File: config.mk
export PLATFORM = sky130hd
export DESIGN_NAME = ifu_fetch
export DESIGN_NICKNAME = d
export VERILOG_FILES = /design/src/rtl/npc_ifu_pkg.sv /design/src/rtl/ifu_pc_reg.sv /design/src/rtl/ifu_fetch.sv
export SDC_FILE = /design/constraint.sdc
export NUM_CORES = 1
export LEC_CHECK = 0
export BUFFER_PORTS_ARGS = -buffer_cell sky130_fd_sc_hd__buf_2
export CAP_MARGIN = 30
export CORE_ASPECT_RATIO = 0.75
export CORE_UTILIZATION = 56
export CTS_CLUSTER_DIAMETER = 40
export DETAILED_ROUTE_END_ITERATION = 6
export GPL_TIMING_DRIVEN = 0
export PLACE_DENSITY = 0.86
export SLEW_MARGIN = 10
export SYNTH_ARGS = -nofsm -noshare
export SYNTH_HDL_FRONTEND = slang
export SYNTH_SLANG_ARGS = --single-unit
File: constraint.sdc
create_clock -name clk -period 2.95 [get_ports clk]
set_input_delay 0.59 -clock clk [delete_from_list [all_inputs] [get_ports clk]]
set_output_delay 0.59 -clock clk [all_outputs]
set_load 0.02 [all_outputs]
File: src/rtl/npc_ifu_pkg.sv
`default_nettype none
// ============================================================================
//  Module      : npc_ifu_pkg
//  Description : Shared types and constants for the instruction fetch unit.
//  Revision    : 1.0 - initial release
// ============================================================================
package npc_ifu_pkg;

    typedef enum logic [2:0] {
        ST_IDLE = 3'd0,
        ST_REQ  = 3'd1,
        ST_WAIT = 3'd2,
        ST_HOLD = 3'd3,
        ST_DROP = 3'd4
    } ifu_state_e;

    localparam logic [31:0] NOP_INST         = 32'h0000_0013;
    localparam logic [31:0] DEFAULT_RESET_PC = 32'h8000_0000;

endpackage
`default_nettype wire

File: src/rtl/ifu_pc_reg.sv
`default_nettype none
// ============================================================================
//  Module      : ifu_pc_reg
//  Description : Fetch PC register; next PC is redirect > pc+4 > hold.
//  Revision    : 1.0 - initial release
// ============================================================================
module ifu_pc_reg
    import npc_ifu_pkg::*;
#(
    parameter int                ADDR_W   = 32,
    parameter logic [ADDR_W-1:0] RESET_PC = ADDR_W'(DEFAULT_RESET_PC)
) (
    input  logic              clk,
    input  logic              rst,
    input  logic              i_redirect_valid,
    input  logic [ADDR_W-1:0] i_redirect_pc,
    input  logic              i_advance,
    output logic [ADDR_W-1:0] o_pc,
    output logic [ADDR_W-1:0] o_pc_next,
    output logic              o_misaligned_next
);

    logic [ADDR_W-1:0] r_pc;
    logic [ADDR_W-1:0] w_pc_next;

    always_comb begin
        w_pc_next = r_pc;
        if (i_redirect_valid) begin
            w_pc_next = i_redirect_pc;
        end else if (i_advance) begin
            w_pc_next = r_pc + ADDR_W'(4);
        end
    end

    always_ff @(posedge clk or negedge rst) begin
        if (!rst) begin
            r_pc <= RESET_PC;
        end else begin
            r_pc <= w_pc_next;
        end
    end

    assign o_pc              = r_pc;
    assign o_pc_next         = w_pc_next;
    assign o_misaligned_next = |w_pc_next[1:0];

endmodule
`default_nettype wire

File: src/rtl/ifu_fetch.sv
`default_nettype none
// ============================================================================
//  Module      : ifu_fetch
//  Description : Instruction fetch stage: one outstanding imem request, a
//                registered instruction slot and PC redirect handling.
//  Revision    : 1.0 - initial release
// ============================================================================
module ifu_fetch
    import npc_ifu_pkg::*;
#(
    parameter int                ADDR_W   = 32,
    parameter int                DATA_W   = 32,
    parameter logic [ADDR_W-1:0] RESET_PC = ADDR_W'(DEFAULT_RESET_PC)
) (
    input  logic              clk,
    input  logic              rst,
    input  logic              redirect_valid,
    input  logic [ADDR_W-1:0] redirect_pc,
    output logic              imem_req_valid,
    input  logic              imem_req_ready,
    output logic [ADDR_W-1:0] imem_req_addr,
    input  logic              imem_resp_valid,
    input  logic [DATA_W-1:0] imem_resp_data,
    input  logic              imem_resp_err,
    output logic              inst_valid,
    input  logic              inst_ready,
    output logic [DATA_W-1:0] inst,
    output logic [ADDR_W-1:0] inst_pc,
    output logic              inst_err
);

    ifu_state_e        r_state;
    logic              r_req_valid;
    logic [ADDR_W-1:0] r_req_addr;
    logic              r_inst_valid;
    logic [DATA_W-1:0] r_inst;
    logic [ADDR_W-1:0] r_inst_pc;
    logic              r_inst_err;

    logic [ADDR_W-1:0] w_pc;
    logic [ADDR_W-1:0] w_pc_next;
    logic              w_mis_next;
    logic              w_handshake;
    logic              w_advance;

    assign w_handshake = r_req_valid & imem_req_ready;
    assign w_advance   = (r_state == ST_HOLD) & r_inst_valid & inst_ready;

    ifu_pc_reg #(
        .ADDR_W   (ADDR_W),
        .RESET_PC (RESET_PC)
    ) u_pc_reg (
        .clk               (clk),
        .rst               (rst),
        .i_redirect_valid  (redirect_valid),
        .i_redirect_pc     (redirect_pc),
        .i_advance         (w_advance),
        .o_pc              (w_pc),
        .o_pc_next         (w_pc_next),
        .o_misaligned_next (w_mis_next)
    );

    // Every path into REQ loads the request from the next PC; a misaligned
    // PC leaves req_valid low so REQ turns it into a faulted instruction.
    always_ff @(posedge clk or negedge rst) begin
        if (!rst) begin
            r_state      <= ST_IDLE;
            r_req_valid  <= 1'b0;
            r_req_addr   <= RESET_PC;
            r_inst_valid <= 1'b0;
            r_inst       <= DATA_W'(NOP_INST);
            r_inst_pc    <= RESET_PC;
            r_inst_err   <= 1'b0;
        end else begin
            r_req_valid <= 1'b0;
            case (r_state)
                ST_IDLE: begin
                    r_state     <= ST_REQ;
                    r_req_valid <= !w_mis_next;
                    r_req_addr  <= w_pc_next;
                end
                ST_REQ: begin
                    if (w_handshake) begin
                        r_state <= redirect_valid ? ST_DROP : ST_WAIT;
                    end else if (redirect_valid || r_req_valid) begin
                        r_req_valid <= !w_mis_next;
                        r_req_addr  <= w_pc_next;
                    end else begin
                        r_state      <= ST_HOLD;
                        r_inst_valid <= 1'b1;
                        r_inst       <= DATA_W'(NOP_INST);
                        r_inst_pc    <= w_pc;
                        r_inst_err   <= 1'b1;
                    end
                end
                ST_WAIT: begin
                    if (imem_resp_valid && redirect_valid) begin
                        r_state     <= ST_REQ;
                        r_req_valid <= !w_mis_next;
                        r_req_addr  <= w_pc_next;
                    end else if (imem_resp_valid) begin
                        r_state      <= ST_HOLD;
                        r_inst_valid <= 1'b1;
                        r_inst       <= imem_resp_err ? DATA_W'(NOP_INST) : imem_resp_data;
                        r_inst_pc    <= w_pc;
                        r_inst_err   <= imem_resp_err;
                    end else if (redirect_valid) begin
                        r_state <= ST_DROP;
                    end
                end
                ST_HOLD: begin
                    if (redirect_valid || inst_ready) begin
                        r_state      <= ST_REQ;
                        r_inst_valid <= 1'b0;
                        r_req_valid  <= !w_mis_next;
                        r_req_addr   <= w_pc_next;
                    end
                end
                ST_DROP: begin
                    if (imem_resp_valid) begin
                        r_state     <= ST_REQ;
                        r_req_valid <= !w_mis_next;
                        r_req_addr  <= w_pc_next;
                    end
                end
                default: begin
                    r_state <= ST_IDLE;
                end
            endcase
        end
    end

    assign imem_req_valid = r_req_valid;
    assign imem_req_addr  = r_req_addr;
    assign inst_valid     = r_inst_valid;
    assign inst           = r_inst;
    assign inst_pc        = r_inst_pc;
    assign inst_err       = r_inst_err;

    a_no_spurious_resp: assert property (@(posedge clk) disable iff (!rst)
        imem_resp_valid |-> (r_state == ST_WAIT || r_state == ST_DROP));

endmodule
`default_nettype wire
==> results.yml <==
run_status:
  status: "complete, no violations"
synth:
  synthMuxAreaShare_pct: 5.21
  synth_cells: 566
  yosys.cell_types.count: 59
  yosys-top-cells-count: "128 x dfrtp_1, 117 x nand2_1, 45 x nor2_1"
  synth_top_family_by_area: "simple AND/OR/NAND/NOR gates"
  syn_nets: 638
  synth_top_area_share_pct: 53.5
  yosysWarnings: 0
  synth-async-reset-ratio_pct: 100
  ys_ff_latch: 134
  synth_edf_count: 0
  synth_top_area_cell: "dfrtp_1"
  yosysSeqAreaShare_pct: 56.2
  yosysMostFrequentCell: "dfrtp_1"
  synth_simple_gate_area_share_pct: 20.6
  synth_area_leaders: "dfrtp_1 54%, nand2_1 7.3%, a22o_1 4.2%, nor2_1 2.8%, dfstp_2 2.6%"
  netlist_area_um2: 5980
  synth.avg_cell_area_um2: 10.6
  synthFlopType: "dfrtp_1"
  synth_compound_area_share_pct: 12.3
  synth_adder_area_share_pct: 0.209
  synth-xor-area-share_pct: 2.64
timing:
  fmaxAchievable_ghz: 0.442
  slew_headroom_pct: 43.2
  hold_violations: 0
  min_period_over_period_pct: 76.6
  tightest_slew_ns: 0.849
  drv_slew: 0
  skew_ns: 0.0106
  layout_min_cycle_time_ns: 2.26
  finalSetupViolCount: 0
  rsz0062_at_grt: "no"
floorplan:
  initial_core_util_pct: 57.9
  die_h_um: 91.5
  core_um2: 10300
  die_w_um: 121
  dieArea_um2: 11100
  io_pins: 170
  rows: 32
clocking:
  cts_setup_buffers: 0
  clk_latency_ns: 0.42
  numCtsBuffers: 17
  cts.clk_slew.worst_paths_ns: 0.06
  postCtsResizedCells: 0
  cts_root_buffer: "clkbuf_16"
  cts_tree: "built"
  ctsHtreeMaxLevel: 4
  numClockSinks: 134
  clockBufferDepth: 2
  holdBufCountCts: 0
setup_path:
  worstReg2RegStart: "imem_req_valid$_DFF_PN0_"
  crit_path_frequent_cell: "buf_2"
  reg2reg_depth: 6
  crit_path_end_kind: "register"
  worst_path_max_delay_cell: "clkbuf_1"
  cp.arrival_ns: 2.56
  r2r_end: "imem_req_addr[17]$_DFFE_PN0P_"
  rrSetupSlack_ns: 0.72
  crit_chain: "buf_2 -> buf_2 -> buf_1 -> clkbuf_1 -> nor2_1 -> a221oi_1"
  crit_required_ns: 3.25
  slowest_delay_ns: 0.47
  start_kind: "input port"
  critPathKind: "input port to register"
  critPathMaxFanout: 10
global_route:
  grt_max_degree: 81
  grt_pass1_wl_mm: 27.3
  grt_use_total_pct: 32.5
  antenna_found_initial: 1
  grt_pass1_vias: 5373
  grt.overflow.total: 0
routing:
  viasPerCell: 6.00
  ant_nets: 0
  drt-total-wl_mm: 17.0
  vias: 5432
  first_iter_violations: 476
  drc: 0
  wire_per_inst_um: 18.8
  drt_first_pass_iters: 6
place:
  hpwl_mm: 12.1
  routabilityCongestion: 0.935
  portBuffers: 169
  dp_cells: 872
layout:
  area_growth_pct: 27.5
  final_nets: 827
  final_cells: 905
  final_core_util_pct: 73.8
  final_layout_size_suffix_gt1_share_pct: 32.6
  fillCellCount: 706
worst_hold_path:
  hold_path_class: "input port to async pin"
power_and_ir_drop:
  leakage_nw: 3.72
  irDropWorstVdd_mv: 0.797
  p_per_area_nw_per_um2: 1010
run:
  max-cap-violations: 0
## per-stage QoR
stage                     hold slack, ns  cell area (um^2)  setup TNS (ns)  total power [mW]  setup WS, ns
after floorplan                    0.294              5980               0              4.55         0.860
after global placement             0.448              7000          -41.49              5.44        -0.333
after detailed placement           0.453              7030               0              5.56         0.319
after CTS                          0.146              7620               0              7.69         0.755
after global routing               0.158              7620               0              8.08         0.586
final                              0.128              7620               0              7.70         0.689
## where the power goes
part           switching [mW]  internal (mW)
clock                   0.844           1.26
combinational            1.85          0.988
sequential              0.369           2.38
total                    3.06           4.63
## cells by family (layout without fill, tap and decap cells)
family,Yosys count,after routing
xor gates and xnor gates,18,18
and+or+nand+nor,251,251
buffers and inverters,38,240
muxes,28,28
adders and majority gates,1,1
DFF,134,134
AOI/OAI and AO/OA,96,96
other,0,1
## final cells by class
type                            instances  area, um^2  share of cell area (%)
Sequential cell                       134        3360                    44.1
Antenna cell                            1        2.50                  0.0328
Buffer                                 32         146                    1.92
Timing Repair Buffer                  170         880                    11.5
Clock inverter                         15         165                    2.17
Clock buffer                           17         425                    5.58
Tap cell                              136         170                    2.23
Multi-Input combinational cell        394        2450                    32.2
Inverter                                6        22.5                   0.295
## registers in the layout, summed over array words and instances (netlist names)
| name | count |
|---|---|
| inst | 32 |
| imem_req_addr | 32 |
| inst_pc | 32 |
| r_state | 3 |
| inst_err | 1 |
| imem_req_valid | 1 |
| inst_valid | 1 |
| u_pc_reg.o_pc | 32 |
## cell usage in the layout, fill, tap and decap left out, types with 3 or more instances in the layout
cell / netlist / routed
inv_1: 6 / 6
dfstp_2: 6 / 6
a22o_1: 29 / 29
and3_1: 6 / 6
clkbuf_16: 0 / 17
clkbuf_1: 13 / 13
xnor2_1: 6 / 6
and4_1: 5 / 5
nor4b_1: 4 / 4
mux2_2: 14 / 14
buf_4: 3 / 3
or4_1: 3 / 3
mux2i_1: 3 / 3
o22a_1: 4 / 4
nor3_1: 7 / 7
inv_6: 0 / 5
mux2_1: 11 / 11
a211o_1: 3 / 3
nand2b_1: 3 / 3
nor4_1: 5 / 5
o31ai_1: 3 / 3
and2_1: 3 / 3
a21oi_1: 12 / 12
nor2_1: 45 / 45
nand3_1: 17 / 17
a221oi_2: 4 / 4
a221oi_1: 6 / 6
o21ai_0: 14 / 14
buf_2: 12 / 180
dfrtp_1: 128 / 128
nand2_1: 117 / 117
a22oi_1: 3 / 3
clkinvlp_4: 0 / 3
nor2b_1: 6 / 6
xor2_1: 12 / 12
nand4_1: 14 / 14
a31oi_1: 5 / 5
buf_1: 4 / 4
## routing by layer
metal | vias up | wire length [um] | GRT usage [%]
li1 | 2397 | - | -
met1 | 2631 | 6840 | 42.5
met2 | 358 | 7970 | 49.8
met3 | 46 | 1770 | 9.80
met4 | 0 | 461 | 14.6
met5 | - | 0 | 0
## worst max path at each step
| stage | start | end | slack, ns | depth (start not counted) |
|---|---|---|---|---|
| 3_5_place_dp | redirect_valid | imem_req_addr[21]$_DFFE_PN0P_ | 0.32 | 6 |
| 6_report | redirect_valid | imem_req_addr[19]$_DFFE_PN0P_ | 0.69 | 6 |
| 2_1_floorplan | imem_req_ready | imem_req_addr[13]$_DFFE_PN0P_ | 0.86 | 6 |
| 3_3_place_gp | rst | inst_pc[24]$_DFFE_PN0P_ | -0.33 | 1 |
| 4_1_cts | imem_req_valid$_DFF_PN0_ | imem_req_addr[17]$_DFFE_PN0P_ | 0.76 | 6 |
| 5_1_grt | redirect_valid | imem_req_addr[19]$_DFFE_PN0P_ | 0.59 | 6 |
## critical path: cells and delay by family
family / cells / cell delay (ns)
buf+inv: 4 / 1.23
simple gates: 1 / 0.35
compound gates: 1 / 0.38
Note: power is estimated with default switching activity, not from simulation.
